File: src/rtl/cart_bus_pkg.sv
// -----------------------------------------------------------------------------
// cart_bus_pkg
// Shared types and constants for the cartridge bus arbiter.
//   - CART_AW / CART_DW : cartridge address / data widths
//   - arb_state_e       : arbiter FSM state encoding
//   - cart_req_t        : request fields latched at grant time
// -----------------------------------------------------------------------------
package cart_bus_pkg;

  localparam int CART_AW = 16;
  localparam int CART_DW = 8;

  // Legacy-compatible raw encodings; the enum below takes its values from these.
  localparam logic [2:0] S_IDLE      = 3'd0;
  localparam logic [2:0] S_ISSUE     = 3'd1;
  localparam logic [2:0] S_WAIT_BUSY = 3'd2;
  localparam logic [2:0] S_WAIT_DONE = 3'd3;
  localparam logic [2:0] S_RESP      = 3'd4;

  typedef enum logic [2:0] {
    IDLE      = S_IDLE,
    ISSUE     = S_ISSUE,
    WAIT_BUSY = S_WAIT_BUSY,
    WAIT_DONE = S_WAIT_DONE,
    RESP      = S_RESP
  } arb_state_e;

  typedef struct packed {
    logic               we;
    logic [CART_AW-1:0] addr;
    logic [CART_DW-1:0] wdata;
  } cart_req_t;

endpackage

File: src/rtl/cart_arb_rr2.sv
// -----------------------------------------------------------------------------
// cart_arb_rr2
// Combinational 2-way round-robin picker.
//   i_valid[1:0] : pending requests
//   i_last       : index served most recently (loses a tie)
//   o_gnt_idx    : index to grant (meaningful only when o_any = 1)
//   o_any        : at least one request pending
// -----------------------------------------------------------------------------
module cart_arb_rr2 (
  input  logic [1:0] i_valid,
  input  logic       i_last,
  output logic       o_gnt_idx,
  output logic       o_any
);

  // NOTE: every output of a combinational block gets a default first so no
  // path leaves it unassigned, which would infer a latch.
  always_comb begin
    o_any     = |i_valid;
    o_gnt_idx = 1'b0;
    unique case (i_valid)
      2'b01:   o_gnt_idx = 1'b0;
      2'b10:   o_gnt_idx = 1'b1;
      2'b11:   o_gnt_idx = ~i_last;
      default: o_gnt_idx = 1'b0;
    endcase
  end

endmodule

File: src/rtl/cart_bus_arbiter.sv
// -----------------------------------------------------------------------------
// cart_bus_arbiter
// Shares the single cart_iface transaction port between req0 (startup screen
// ROM fetcher) and req1 (link-port loader / debug bridge). One read or write
// is in flight at a time; grants alternate round-robin; a watchdog aborts a
// transaction that does not complete within TIMEOUT_CYCLES of its strobe.
//
// Ports:
//   clk_8m, rst_n                  clock, async active-low reset
//   reqN_valid/we/addr/wdata       request N (held until reqN_done)
//   reqN_done, reqN_err            completion pulse, timeout qualifier
//   rdata                          last read data, held between completions
//   cif_addr/din/rd/wr             to cart_iface
//   cif_dout/busy                  from cart_iface
//   reqN_lock                      (CART_ARB_LOCK_EN only) keep ownership
//
// Build option: define CART_ARB_LOCK_EN to add req0_lock/req1_lock. A granted
// requester holding lock in the response cycle keeps the bus until it issues
// an unlocked access, drops lock while idle, or a watchdog abort occurs.
//
// AW/DW must match CART_AW/CART_DW: the latched request uses cart_req_t.
// TIMEOUT_CYCLES must be at least 2.
// -----------------------------------------------------------------------------
module cart_bus_arbiter
  import cart_bus_pkg::*;
#(
  parameter int AW             = CART_AW,
  parameter int DW             = CART_DW,
  parameter int TIMEOUT_CYCLES = 255
) (
  input  logic          clk_8m,
  input  logic          rst_n,
  input  logic          req0_valid,
  input  logic          req0_we,
  input  logic [AW-1:0] req0_addr,
  input  logic [DW-1:0] req0_wdata,
  input  logic          req1_valid,
  input  logic          req1_we,
  input  logic [AW-1:0] req1_addr,
  input  logic [DW-1:0] req1_wdata,
`ifdef CART_ARB_LOCK_EN
  input  logic          req0_lock,
  input  logic          req1_lock,
`endif
  output logic          req0_done,
  output logic          req0_err,
  output logic          req1_done,
  output logic          req1_err,
  output logic [DW-1:0] rdata,
  output logic [AW-1:0] cif_addr,
  output logic [DW-1:0] cif_din,
  output logic          cif_rd,
  output logic          cif_wr,
  input  logic [DW-1:0] cif_dout,
  input  logic          cif_busy
);

  localparam int TW = $clog2(TIMEOUT_CYCLES + 1);
  // The timer holds k-1 in the k-th cycle after the strobe. Deciding to abort
  // when it holds TIMEOUT_CYCLES-2 lands RESP exactly TIMEOUT_CYCLES cycles
  // after the strobe.
  localparam logic [TW-1:0] TMO_LAST = TW'(TIMEOUT_CYCLES - 2);

  arb_state_e    r_state;
  cart_req_t     r_req;
  logic          r_gnt;
  logic          r_rr_last;
  logic          r_err;
  logic [TW-1:0] r_timer;
  logic [DW-1:0] r_rdata;

  logic [1:0]    w_valid;
  logic          w_gnt_idx;
  logic          w_any;
  logic          w_timeout;

`ifdef CART_ARB_LOCK_EN
  logic r_locked;
  logic r_lock_owner;
  logic w_owner_valid;
  logic w_owner_lock;
  logic w_gnt_lock;

  assign w_owner_valid = r_lock_owner ? req1_valid : req0_valid;
  assign w_owner_lock  = r_lock_owner ? req1_lock  : req0_lock;
  assign w_gnt_lock    = r_gnt        ? req1_lock  : req0_lock;

  // While locked, only the owner is visible to the picker.
  assign w_valid = !r_locked    ? {req1_valid, req0_valid} :
                   r_lock_owner ? {req1_valid, 1'b0}       :
                                  {1'b0, req0_valid};

  always_ff @(posedge clk_8m or negedge rst_n) begin
    if (!rst_n) begin
      r_locked     <= 1'b0;
      r_lock_owner <= 1'b0;
    end else if (r_state == RESP) begin
      // An aborted transaction never leaves the bus locked.
      r_locked     <= w_gnt_lock && !r_err;
      r_lock_owner <= r_gnt;
    end else if (r_state == IDLE && r_locked && !w_owner_valid && !w_owner_lock) begin
      r_locked <= 1'b0;
    end
  end
`else
  assign w_valid = {req1_valid, req0_valid};
`endif

  cart_arb_rr2 u_rr (
    .i_valid   (w_valid),
    .i_last    (r_rr_last),
    .o_gnt_idx (w_gnt_idx),
    .o_any     (w_any)
  );

  assign w_timeout = (r_timer == TMO_LAST);

  // NOTE: sequential state uses non-blocking assignments so every register
  // samples pre-edge values regardless of statement order.
  always_ff @(posedge clk_8m or negedge rst_n) begin
    if (!rst_n) begin
      r_state   <= IDLE;
      r_req     <= '0;
      r_gnt     <= 1'b0;
      r_rr_last <= 1'b1;
      r_err     <= 1'b0;
      r_timer   <= '0;
      r_rdata   <= '0;
    end else begin
      case (r_state)
        IDLE: begin
          if (!cif_busy && w_any) begin
            r_gnt   <= w_gnt_idx;
            r_req   <= w_gnt_idx ? '{we: req1_we, addr: req1_addr, wdata: req1_wdata}
                                 : '{we: req0_we, addr: req0_addr, wdata: req0_wdata};
            r_state <= ISSUE;
          end
        end
        ISSUE: begin
          r_timer <= '0;
          r_err   <= 1'b0;
          r_state <= WAIT_BUSY;
        end
        WAIT_BUSY: begin
          if (!w_timeout) r_timer <= r_timer + TW'(1);
          if (w_timeout) begin
            r_err   <= 1'b1;
            r_state <= RESP;
          end else if (cif_busy) begin
            r_state <= WAIT_DONE;
          end
        end
        WAIT_DONE: begin
          if (!w_timeout) r_timer <= r_timer + TW'(1);
          // A completion seen in the same cycle as the abort decision wins.
          if (!cif_busy) begin
            if (!r_req.we) r_rdata <= cif_dout;
            r_state <= RESP;
          end else if (w_timeout) begin
            r_err   <= 1'b1;
            r_state <= RESP;
          end
        end
        RESP: begin
          r_rr_last <= r_gnt;
          r_state   <= IDLE;
        end
        default: r_state <= IDLE;
      endcase
    end
  end

  // Strobes and done pulses decode from state, so an async reset clears
  // them in the same instant it forces IDLE.
  assign cif_rd    = (r_state == ISSUE) && !r_req.we;
  assign cif_wr    = (r_state == ISSUE) &&  r_req.we;
  assign cif_addr  = r_req.addr;
  assign cif_din   = r_req.wdata;
  assign rdata     = r_rdata;
  assign req0_done = (r_state == RESP) && !r_gnt;
  assign req1_done = (r_state == RESP) &&  r_gnt;
  assign req0_err  = req0_done && r_err;
  assign req1_err  = req1_done && r_err;

endmodule

File: config.mk
export PLATFORM = sky130hd
export DESIGN_NAME = cart_bus_arbiter
export DESIGN_NICKNAME = d
export VERILOG_FILES = /design/src/rtl/cart_bus_pkg.sv /design/src/rtl/cart_arb_rr2.sv /design/src/rtl/cart_bus_arbiter.sv
export SDC_FILE = /design/constraint.sdc
export NUM_CORES = 1
export LEC_CHECK = 0
export CAP_MARGIN = 40
export CELL_PAD_IN_SITES_DETAIL_PLACEMENT = 1
export CELL_PAD_IN_SITES_GLOBAL_PLACEMENT = 2
export CORE_ASPECT_RATIO = 0.8
export CORE_MARGIN = 2
export CORE_UTILIZATION = 43
export DETAILED_ROUTE_END_ITERATION = 10
export DONT_BUFFER_PORTS = 1
export GPL_ROUTABILITY_DRIVEN = 0
export PLACE_DENSITY_LB_ADDON = 0.15
export SLEW_MARGIN = 20
export SYNTH_ARGS = -nofsm -noshare
export SYNTH_HDL_FRONTEND = slang
export SYNTH_SLANG_ARGS = --single-unit
File: constraint.sdc
create_clock -name clk_8m -period 3.4 [get_ports clk_8m]
set_input_delay 0.68 -clock clk_8m [delete_from_list [all_inputs] [get_ports clk_8m]]
set_output_delay 0.68 -clock clk_8m [all_outputs]
set_load 0.03 [all_outputs]
==> Word-level counts from Yosys, hierarchy flattened <==
Cells that the tools add are included.
{ "op_classes": {"addsub": 1, "eq_ne": 12, "mux": 13, "bitwise": 3, "n_reduce_logical": 20} }
{ "op_table": {"columns": ["operator", "count"], "rows": [
  ["$mux W25", 1],
  ["$pmux W8 S2", 1],
  ["$mux W3", 5],
  ["$pmux W3 S4", 1],
  ["$add A8 B1 Y8 const B", 1],
  ["$eq A8 B8 Y1 const B", 1],
  ["$mux W8", 1],
  ["$logic_and A1 B1 Y1", 7],
  ["$eq A3 B2 Y1 const B", 2],
  ["$ne A2 B2 Y1 const B", 3],
  ["$ne A3 B3 Y1 const B", 2],
  ["$reduce_and A2 Y1", 3],
  ["$reduce_and A3 Y1", 2],
  ["$eq A2 B2 Y1 const B", 2],
  ["$reduce_or A2 Y1", 2],
  ["$eq A3 B1 Y1 const B", 1],
  ["$eq A3 B3 Y1 const B", 1],
  ["$logic_not A1 Y1", 3],
  ["$logic_not A3 Y1", 1],
  ["$not A1 Y1", 3],
  ["$pmux W1 S3", 1],
  ["$reduce_bool A3 Y1", 1],
  ["$mux W1", 2],
  ["$pmux W1 S2", 1],
  ["$reduce_bool A2 Y1", 1]
]} }
{ "word_totals": {"ff_bits": 47, "elab_cells": 58} }

==> Longest topological paths before layout <==
Gate-level depths: netlist (run 1).
{ "depth": {"depth_word": 4, "ltp_mapped": 6} }

==> Hierarchy <==
Synthesis (run 1) repeated with hierarchy kept, for this count alone.
{ "unflattened": {"cells_unflattened": 201, "area_unflattened_um2": 2528.7} }
{ "modules_own_cells": {"columns": ["mod", "n_inst", "cells_per_inst", "area_per_inst_um2"], "rows": [
  ["cart_bus_arbiter", 1, 199, 2514.9],
  ["cart_arb_rr2", 1, 2, 13.8]
]} }

==> Worst setup path before layout (run 1) <==
OpenSTA, ideal clock, no wires.
{ "synth_path": {"path_type": "reg2out", "start": "register r_state[1]", "end": "output req0_err", "arrival_ps": 2032, "required_ps": 2720, "setup_slack_ps": 688, "stages_incl_launch_ff": 4, "n_path_buf": 1, "cell_sequence": "dfrtp_1 buf_6 nor4b_1 and2_1"} }
{ "synth_between": {"elab_chain_len": 3} }
{ "synth_rtl": {"columns": ["item", "line_no", "source"], "rows": [
  ["start: declaration", "cart_bus_arbiter.sv:64", "arb_state_e r_state;"],
  ["start signal: assignment", "cart_bus_arbiter.sv:122", "r_state <= IDLE;"],
  ["start signal: assignment", "cart_bus_arbiter.sv:136", "r_state <= ISSUE;"],
  ["start signal: assignment", "cart_bus_arbiter.sv:142", "r_state <= WAIT_BUSY;"],
  ["$eq A3 B3 Y1", "cart_bus_arbiter.sv:180", "assign req0_done = (r_state == RESP) && !r_gnt;"],
  ["$logic_and A1 B1 Y1", "cart_bus_arbiter.sv:180", null],
  ["via req0_done", "cart_bus_arbiter.sv:45", "output logic req0_done,"],
  ["$logic_and A1 B1 Y1", "cart_bus_arbiter.sv:182", "assign req0_err = req0_done && r_err;"],
  ["end: declaration", "cart_bus_arbiter.sv:46", "output logic req0_err,"]
]} }
The timed path passes the listed nets, and every way through them passes these cells.

==> Final worst setup path (run 1) <==
{ "layout_path": {"start": "register r_state[1]", "end": "output cif_rd"} }
{ "layout_between": {"elab_chain_len": 2} }
{ "layout_rtl": {"columns": ["item", "line_no", "source"], "rows": [
  ["$eq A3 B1 Y1", "cart_bus_arbiter.sv:175", "assign cif_rd = (r_state == ISSUE) && !r_req.we;"],
  ["$logic_and A1 B1 Y1", "cart_bus_arbiter.sv:175", null],
  ["end: declaration", "cart_bus_arbiter.sv:52", "output logic cif_rd,"]
]} }
Every way passes these cells.

==> flow_summary_export.csv, run 1 <==
group,metric,value,unit
synthesis,synth_nets,262,
setup_path,worstPathBufferInverterCount,0,
drt,vias_per_cell,5.46,
global_route,antenna_found_initial,0,
floorplan,io_pins,101,
synthesis,synthCells,197,
synthesis,synth_edf_count,0,
sta,finClkSkew,0.0107,ns
global_route,grt_remaining_overflow,0,
cells_and_area,drive_above_1_share,0.420,
sta,layout_min_cycle_time,2.55,ns
global_route,track_usage,0.148,
sta,setup_viol,0,
global_route,top_usage_layer,"met2",
global_route,use_met2,0.250,
clock_tree,htree_levels,2,
run,cap_violations,0,
setup_path,worstPathMaxFanout,10,
pwr,p_leak,1.16,nW
placement,hpwl,3.67,mm
floorplan,rows,25,
setup_path,setup.worst_path.class,"flop to primary output",
drt,routed_wl,4.93,mm
setup_path,rrSetupSlack,1.48,ns
pwr,p_int,0.00137,W
sta,timing.final.ws_setup,0.855,ns
floorplan,coreArea,5880,µm²
floorplan,dieArea,6690,µm²
clock_tree,cts_tree,"built",
synthesis,yosysUniqueCellTypes,41,
synthesis,seq_area_frac_synth,0.452,
synthesis,ys_seq_elements,47,
setup_path,critPathMaxStageDelay,0.58,ns
pwr,ir_drop,0.000345,V
cells_and_area,antenna_cells,0,
cells_and_area,syn2layout_area_growth,-0.962,%
setup_path,worstPathRequired,2.72,ns
setup_path,end_kind,"primary output",
cells_and_area,layout_common_cells,"46 x dfrtp_1, 37 x mux2_2, 18 x mux2_4",
synthesis,synth_top_area_frac,0.442,
drt,antenna_left,0,
sta,tns,0,ns
synthesis,syn_avg_cell_area,13.2,µm²
synthesis,ys_warn_count,0,
global_route,met1_usage,0.175,
synthesis,synth-main-ff-cell,"dfrtp_1",
sta,finalCritPeriodShare,0.749,
setup_path,worstPathCellList,"or3b_1, nor2_1",
sta,hold_violations,0,
synthesis,yosysTopAreaCell,"dfrtp_1",
clock_tree,cts_resized,0,
pwr,p_per_area,937,nW/µm²
sta,fmax,393,MHz
sta,report.final.slew_viol_count,0,
clock_tree,cts_buffers,5,
global_route,grt_pass1_vias,1496,
placement,pre_cts_slack,1.16,ns
floorplan,die_h,73.6,µm
drt,drt_iter0_markers,41,
clock_tree,clk_transition_reported_paths,0.09,ns
floorplan,die_w,91.0,µm
drt,firstDrtPassIters,4,
pwr,comb_power_share,0.262,
pwr,p_sw,0.00105,W
clock_tree,holdBufCountCts,0,
global_route,use_met3,0.0667,
setup_path,critical-path-top-delay-family,"simple AND/OR/NAND/NOR gates",
global_route,grt_first_pass_wirelength,7.69,mm
placement,portBuffers,0,
synthesis,async_flop_share,1.00,
drt,drcViolationCount,0,
sta,rsz0062_at_grt,"no",
global_route,grt_max_degree,48,
cells_and_area,final_cells,257,
drt,wire_per_inst,19.2,µm
pwr,p_seq_frac,0.592,
floorplan,start_util,0.443,
sta,worstMarginPinSlew,0.558,ns
status,run_status,"completed",
min_path,worst_hold_path_type,"primary input to async pin",
setup_path,arrival,1.87,ns
setup_path,cp_slowest_cell,"or3b_1",
sta,relSlewSlack,0.626,
synthesis,syn-cell-area,2600,µm²
cells_and_area,final_common_cell,"dfrtp_1",
clock_tree,clk_path_buf_depth,2,
drt,num_vias,1404,
cells_and_area,final_nets,240,
setup_path,crit_path_start_kind,"flop",
clock_tree,cts_sinks,47,
pwr,p_sw_frac,0.434,
synthesis,yosys-top-cells-area,"dfrtp_1 44%, mux2_2 16%, mux2_4 10%, buf_4 6.9%, mux2i_1 3.5%",
clock_tree,worst_skew_pair.late_latency,0.29,ns
clock_tree,cts_setup_buffers,0,
pwr,p_clk_frac,0.146,
clock_tree,cts-root-buf,"clkbuf_8",
placement,dp_cells,248,
kinds of logic (layout without fill, tap and decap cells):
family | Yosys count | in the layout | share of synthesized area
muxes | 66 | 66 | 0.307
DFF | 47 | 47 | 0.452
buffers and inverters | 35 | 14 | 0.110
and+or+nand+nor | 34 | 34 | 0.0784
AOI/OAI and AO/OA | 13 | 13 | 0.0428
adders and majority gates | 2 | 2 | 0.00961
power by group through the flow:
| stage | logic [W] | registers (W) | clock network, W |
|---|---|---|---|
| floorplan | 0.00112 | 0.00105 | 0 |
| global placement | 0.000597 | 0.00143 | 0 |
| detailed placement | 0.000629 | 0.00144 | 0 |
| CTS | 0.000633 | 0.00143 | 0.000373 |
| global route | 0.000689 | 0.00147 | 0.000399 |
| finish | 0.000633 | 0.00143 | 0.000352 |
metal layers:
metal,part of all wire,up-vias
met5,0,-
met4,0.0037,0
met3,0.088,2
met2,0.51,58
met1,0.40,714
li1,-,630
state kept, by name, indices dropped and copies added, names as in the netlist:
register	count
cif_addr	16
cif_din	8
r_timer	8
rdata	8
r_state	3
r_err	1
r_gnt	1
r_req	1
r_rr_last	1
stage by stage:
| stage | util | total power (W) | cell area, µm² | hold WS, ns |
|---|---|---|---|---|
| after global placement | 0.417 | 0.00203 | 2450 | 0.386 |
| after detailed placement | 0.417 | 0.00207 | 2450 | 0.385 |
| after CTS | 0.434 | 0.00244 | 2550 | 0.0481 |
| after global routing | 0.438 | 0.00256 | 2580 | 0.0404 |
| after floorplan | - | 0.00216 | 2600 | 0.384 |
| final | 0.438 | 0.00241 | 2580 | 0.0681 |
cells in the mapped netlist, types with 2 or more instances:
cell type,count
dfrtp_1,46
mux2_2,37
buf_4,24
mux2_4,18
mux2i_1,9
nand2_1,8
buf_6,4
and2_1,3
inv_1,3
nand3_1,3
nand4_1,3
and3_1,2
buf_12,2
ha_1,2
mux2_1,2
nor2_1,2
nor2_2,2
nor2b_1,2
o211ai_1,2
o21bai_1,2
layout make-up:
class | count | area, µm²
fillers | 635 | 3300
flip-flops and latches | 47 | 1180
multi-input cells | 115 | 1150
well taps | 81 | 101
clock buffers | 6 | 82.6
repair buffers | 3 | 42.5
clock inverters | 2 | 16.3
inverters | 3 | 11.3
path summary, 6_finish.rpt:
path / start / end / depth (start not counted)
worst max-delay path: r_state[1]$_DFFE_PN0P_ / cif_rd / 2
worst min-delay path: rst_n / r_state[1]$_DFFE_PN0P_ / 0
worst max register to register: r_state[1]$_DFFE_PN0P_ / cif_addr[6]$_DFFE_PN0P_ / 4
worst min register to register: r_timer[4]$_DFFE_PN0P_ / r_timer[4]$_DFFE_PN0P_ / 1
max in group asynchronous: rst_n / r_rr_last$_DFFE_PN1N_ / 0
min in group clk_8m: r_timer[4]$_DFFE_PN0P_ / r_timer[4]$_DFFE_PN0P_ / 1
Note: power is estimated with default switching activity, not from simulation.
==> inputs of run 2 (changes only) <==
CORE_UTILIZATION = 40   (was 43)
clock period = 2.4 ns   (was 3.4 ns; I/O delays follow)
==> flow_summary_export.csv, run 2 (same netlist as run 1, synthesis figures left out) <==
group,metric,value,unit
status,run_status,"completed",
pwr,p_int,0.00192,W
clock_tree,clk_path_buf_depth,2,
placement,hpwl,3.80,mm
sta,rsz0062_at_grt,"no",
drt,routedLengthMet1,2.30,mm
placement,placed_area,2490,µm²
sta,report.final.slew_viol_count,0,
setup_path,critical-path-top-delay-family,"simple AND/OR/NAND/NOR gates",
cells_and_area,post-route-util,0.413,
global_route,grt_pass1_vias,1638,
clock_tree,cts_sinks,47,
clock_tree,htree_levels,2,
sta,worstMarginPinSlew,0.431,ns
global_route,grt_first_pass_wirelength,8.51,mm
drt,drt_iter0_markers,48,
cells_and_area,antenna_cells,0,
sta,whs,0.0204,ns
drt,routed_wl,5.26,mm
floorplan,io_pins,101,
cells_and_area,final_nets,244,
setup_path,worstPathCellList,"or3b_1, nor2_1, buf_4",
global_route,antenna_found_initial,0,
pwr,finalPower,0.00345,W
pwr,p_seq_frac,0.590,
setup_path,crit_path_start_kind,"flop",
pwr,comb_power_share,0.267,
pwr,p_sw,0.00153,W
clock_tree,cts_buffers,5,
setup_path,cp_slowest_cell,"or3b_1",
drt,wire_per_inst,19.9,µm
sta,setup_viol,0,
drt,wl_met2,2.60,mm
sta,finalCritPeriodShare,0.910,
floorplan,rows,26,
setup_path,worstPathMaxFanout,10,
cells_and_area,drive_above_1_share,0.428,
cells_and_area,layout_common_cells,"46 x dfrtp_1, 37 x mux2_2, 18 x mux2_4",
pwr,p_per_area,1320,nW/µm²
sta,relSlewSlack,0.712,
sta,fmax,458,MHz
drt,num_vias,1432,
setup_path,worstPathRequired,1.92,ns
global_route,grt_remaining_overflow,0,
pwr,p_clk_frac,0.143,
pwr,p_sw_frac,0.444,
setup_path,critPathMaxStageDelay,0.58,ns
pwr,ir_drop,0.000464,V
placement,portBuffers,0,
setup_path,arrival,1.70,ns
sta,hold_violations,0,
sta,finClkSkew,0.00899,ns
drt,wl_met3,315,µm
sta,tns,0,ns
cells_and_area,final_common_cell,"dfrtp_1",
clock_tree,worst_skew_pair.late_latency,0.30,ns
drt,drcViolationCount,0,
drt,vias_per_cell,5.42,
clock_tree,cts_setup_buffers,0,
floorplan,start_util,0.410,
sta,layout_min_cycle_time,2.18,ns
setup_path,setup.worst_path.class,"flop to primary output",
drt,firstDrtPassIters,5,
drt,antenna_left,0,
cells_and_area,largest_reg_flops,16,
setup_path,worstPathBufferInverterCount,1,
clock_tree,clk_transition_reported_paths,0.10,ns
min_path,worst_hold_path_type,"primary input to async pin",
cells_and_area,final_cell_area,2620,µm²
setup_path,end_kind,"primary output",
cells_and_area,syn2layout_area_growth,0.673,%
clock_tree,cts-root-buf,"clkbuf_8",
floorplan,die_w,94.2,µm
pwr,p_leak,1.17,nW
run,cap_violations,0,
floorplan,die_h,76.1,µm
global_route,track_usage,0.153,
floorplan,coreArea,6340,µm²
floorplan,dieArea,7170,µm²
drt,dr.max_layer_used,"met4",
global_route,grt_max_degree,47,
clock_tree,cts_tree,"built",
run 2: path summary, 6_finish.rpt:
path | from | to | slack (ns) | cells past startpoint
hold reg to reg | r_timer[5]$_DFFE_PN0P_ | r_timer[5]$_DFFE_PN0P_ | 0.54 | 1
hold / removal | rst_n | cif_addr[1]$_DFFE_PN0P_ | 0.02 | 1
setup reg to reg | r_state[1]$_DFFE_PN0P_ | cif_din[4]$_DFFE_PN0P_ | 0.52 | 4
setup / recovery | r_state[1]$_DFFE_PN0P_ | cif_wr | 0.22 | 3
min in group clk_8m | cif_dout[3] | rdata[3]$_DFFE_PN0P_ | 0.32 | 1
max in group asynchronous | rst_n | r_rr_last$_DFFE_PN1N_ | 1.73 | 1
run 2: metrics by stage:
| stage | worst slack (ns) | instances |
|---|---|---|
| after floorplan | 0.357 | 197 |
| after global placement | 0.572 | 254 |
| after detailed placement | 0.527 | 254 |
| after CTS | 0.203 | 264 |
| after global routing | 0.104 | 264 |
| final | 0.216 | 264 |
run 2: power by group through the flow:
stage / Combinational (W) / Sequential, W / Clock, W
3_3_place_gp: 0.000869 / 0.00204 / 0
2_1_floorplan: 0.00159 / 0.00149 / 0
4_1_cts: 0.000936 / 0.00205 / 0.000516
3_5_place_dp: 0.000916 / 0.00205 / 0
6_report: 0.000920 / 0.00204 / 0.000494
5_1_grt: 0.00101 / 0.00210 / 0.000554
run 2: final cells by class:
type	instances	area (µm²)
repair buffers	7	87.6
flip-flops and latches	47	1180
multi-input cells	115	1150
well taps	84	105
inverters	3	11.3
fillers	665	3720
clock inverters	3	23.8
clock buffers	5	68.8
run 2: routing by layer:
layer,global-route usage,vias up
met5,0,-
met4,0.0406,0
met3,0.0455,7
met2,0.251,55
met1,0.198,733
li1,-,637
run 2: repair_timing:
item / 4_1_cts / 5_1_grt
hold endpoints to repair: 46 / 0
resized for setup: 0 / 0
hold buffers: 2 / 0
==> inputs of run 3 (changes only) <==
==> constraint.sdc (replaced) <==
create_clock -name clk_8m -period 2.4 [get_ports clk_8m]
set_input_delay 0 -clock clk_8m [delete_from_list [all_inputs] [get_ports clk_8m]]
set_output_delay 0 -clock clk_8m [all_outputs]
set_load 0.03 [all_outputs]
==> flow_summary_export.csv, run 3 (same netlist as run 1, synthesis figures left out) <==
group,metric,value,unit
status,run_status,"completed",
cells_and_area,drive_above_1_share,0.315,
pwr,p_clk_frac,0.144,
cells_and_area,post-route-util,0.504,
floorplan,coreArea,6340,µm²
clock_tree,cts-root-buf,"clkbuf_8",
sta,whs,0.195,ns
sta,setup_viol,0,
pwr,comb_power_share,0.290,
cells_and_area,largest_reg_flops,16,
run,cap_violations,0,
cells_and_area,antenna_cells,0,
drt,wire_per_inst,18.8,µm
global_route,antenna_found_initial,0,
floorplan,io_pins,101,
setup_path,worstPathCellList,"a21boi_4, buf_6, mux2_2, dlygate4sd3_1, mux2_4",
sta,fmax,436,MHz
pwr,p_per_area,1120,nW/µm²
setup_path,critPathMaxStageDelay,0.57,ns
clock_tree,clk_transition_reported_paths,0.10,ns
cells_and_area,final_cells,322,
pwr,ir_drop,0.000547,V
floorplan,dieArea,7170,µm²
setup_path,cp.depth,5,
floorplan,rows,26,
clock_tree,clk_path_buf_depth,2,
sta,report.final.slew_viol_count,0,
sta,tns,0,ns
sta,layout_min_cycle_time,2.29,ns
clock_tree,worst_skew_pair.late_latency,0.30,ns
setup_path,cp_slowest_cell,"dlygate4sd3_1",
global_route,track_usage,0.178,
global_route,grt_remaining_overflow,0,
setup_path,rr_startpoint,"r_rr_last$_DFFE_PN1N_",
placement,dp_cells,253,
cells_and_area,final_nets,302,
cells_and_area,layout_common_cells,"60 x dlygate4sd3_1, 46 x dfrtp_1, 37 x mux2_2",
min_path,worst_hold_path_type,"primary input to async pin",
pwr,p_leak,1.42,nW
setup_path,r2r-end,"cif_addr[8]$_DFFE_PN0P_",
floorplan,die_w,94.2,µm
placement,portBuffers,0,
floorplan,die_h,76.1,µm
setup_path,rr_worst_depth,5,
setup_path,worstPathRequired,2.59,ns
setup_path,critical-path-top-delay-family,"buffers and inverters",
pwr,p_sw,0.00156,W
global_route,grt_pass1_vias,1926,
drt,antenna_left,0,
cells_and_area,fill_cells,643,
drt,firstDrtPassIters,4,
sta,worstMarginPinSlew,0.551,ns
pwr,p_int,0.00203,W
cells_and_area,final_common_cell,"dlygate4sd3_1",
sta,hold_violations,0,
clock_tree,cts_buffers,5,
cells_and_area,syn2layout_area_growth,22.7,%
drt,num_vias,1655,
sta,rsz0062_at_grt,"no",
drt,drt_iter0_markers,29,
drt,drcViolationCount,0,
setup_path,crit_path_start_kind,"flop",
pwr,p_sw_frac,0.434,
pwr,p_seq_frac,0.567,
placement,hpwl,3.85,mm
setup_path,setup.worst_path.class,"flop to flop",
drt,vias_per_cell,5.14,
floorplan,start_util,0.410,
clock_tree,cts_sinks,47,
global_route,grt_max_degree,48,
setup_path,end_kind,"flop",
pwr,finalPower,0.00359,W
drt,routed_wl,6.07,mm
setup_path,critPathLaunch,"r_rr_last$_DFFE_PN1N_",
sta,finalCritPeriodShare,0.955,
setup_path,worstPathBufferInverterCount,2,
setup_path,worstPathMaxFanout,20,
setup_path,rrSetupSlack,0.11,ns
sta,finClkSkew,0.0126,ns
global_route,grt_first_pass_wirelength,9.85,mm
clock_tree,cts_tree,"built",
setup_path,arrival,2.48,ns
clock_tree,htree_levels,2,
sta,relSlewSlack,0.631,
[run 3: worst max-delay path by stage]
| stage | end | slack, ns |
|---|---|---|
| 6_report | cif_addr[8]$_DFFE_PN0P_ | 0.11 |
| 5_1_grt | cif_addr[5]$_DFFE_PN0P_ | 0.03 |
| 4_1_cts | cif_din[4]$_DFFE_PN0P_ | 0.03 |
| 3_5_place_dp | cif_addr[11]$_DFFE_PN0P_ | 0.46 |
| 3_3_place_gp | cif_addr[11]$_DFFE_PN0P_ | 0.59 |
| 2_1_floorplan | req0_err | 0.37 |
[run 3: layer usage]
metal,vias to the layer above,part of all wire,routed length [µm],global-route usage
li1,752,-,-,-
met1,836,0.39,2390,0.207
met2,62,0.54,3280,0.326
met3,5,0.057,345,0.0445
met4,0,0.0076,46,0.0435
met5,-,0,0,0
[run 3: area by class of cell]
class                      count  area [µm²]  share of cell area
multi-input combinational    115        1140               0.357
timing repair buffer          65         662               0.207
tap                           84         105              0.0329
clock inverter                 2        16.3             0.00509
sequential                    47        1180               0.369
inverter                       3        11.3             0.00353
clock buffer                   6        82.6              0.0259
[run 3: through the flow]
stage	setup slack (ns)	instance area, µm²
after floorplan	0.368	2600
after global placement	0.587	2460
after detailed placement	0.456	2460
after CTS	0.0343	3190
after global routing	0.0257	3190
final	0.107	3190
[run 3: power by group through the flow]
stage / Clock (W) / Combinational [W] / Sequential, W
after floorplan: 0 / 0.00158 / 0.00148
after global placement: 0 / 0.000852 / 0.00204
after detailed placement: 0 / 0.000903 / 0.00206
after CTS: 0.000534 / 0.00104 / 0.00205
after global routing: 0.000576 / 0.00114 / 0.00209
final: 0.000516 / 0.00104 / 0.00204
[run 3: timing repair]
action                     4_1_cts  5_1_grt
hold buffers                    61        0
hold endpoints to repair        82        0
buffers inserted                 0        0
gates resized for setup          0        1
setup endpoints to repair        0       19
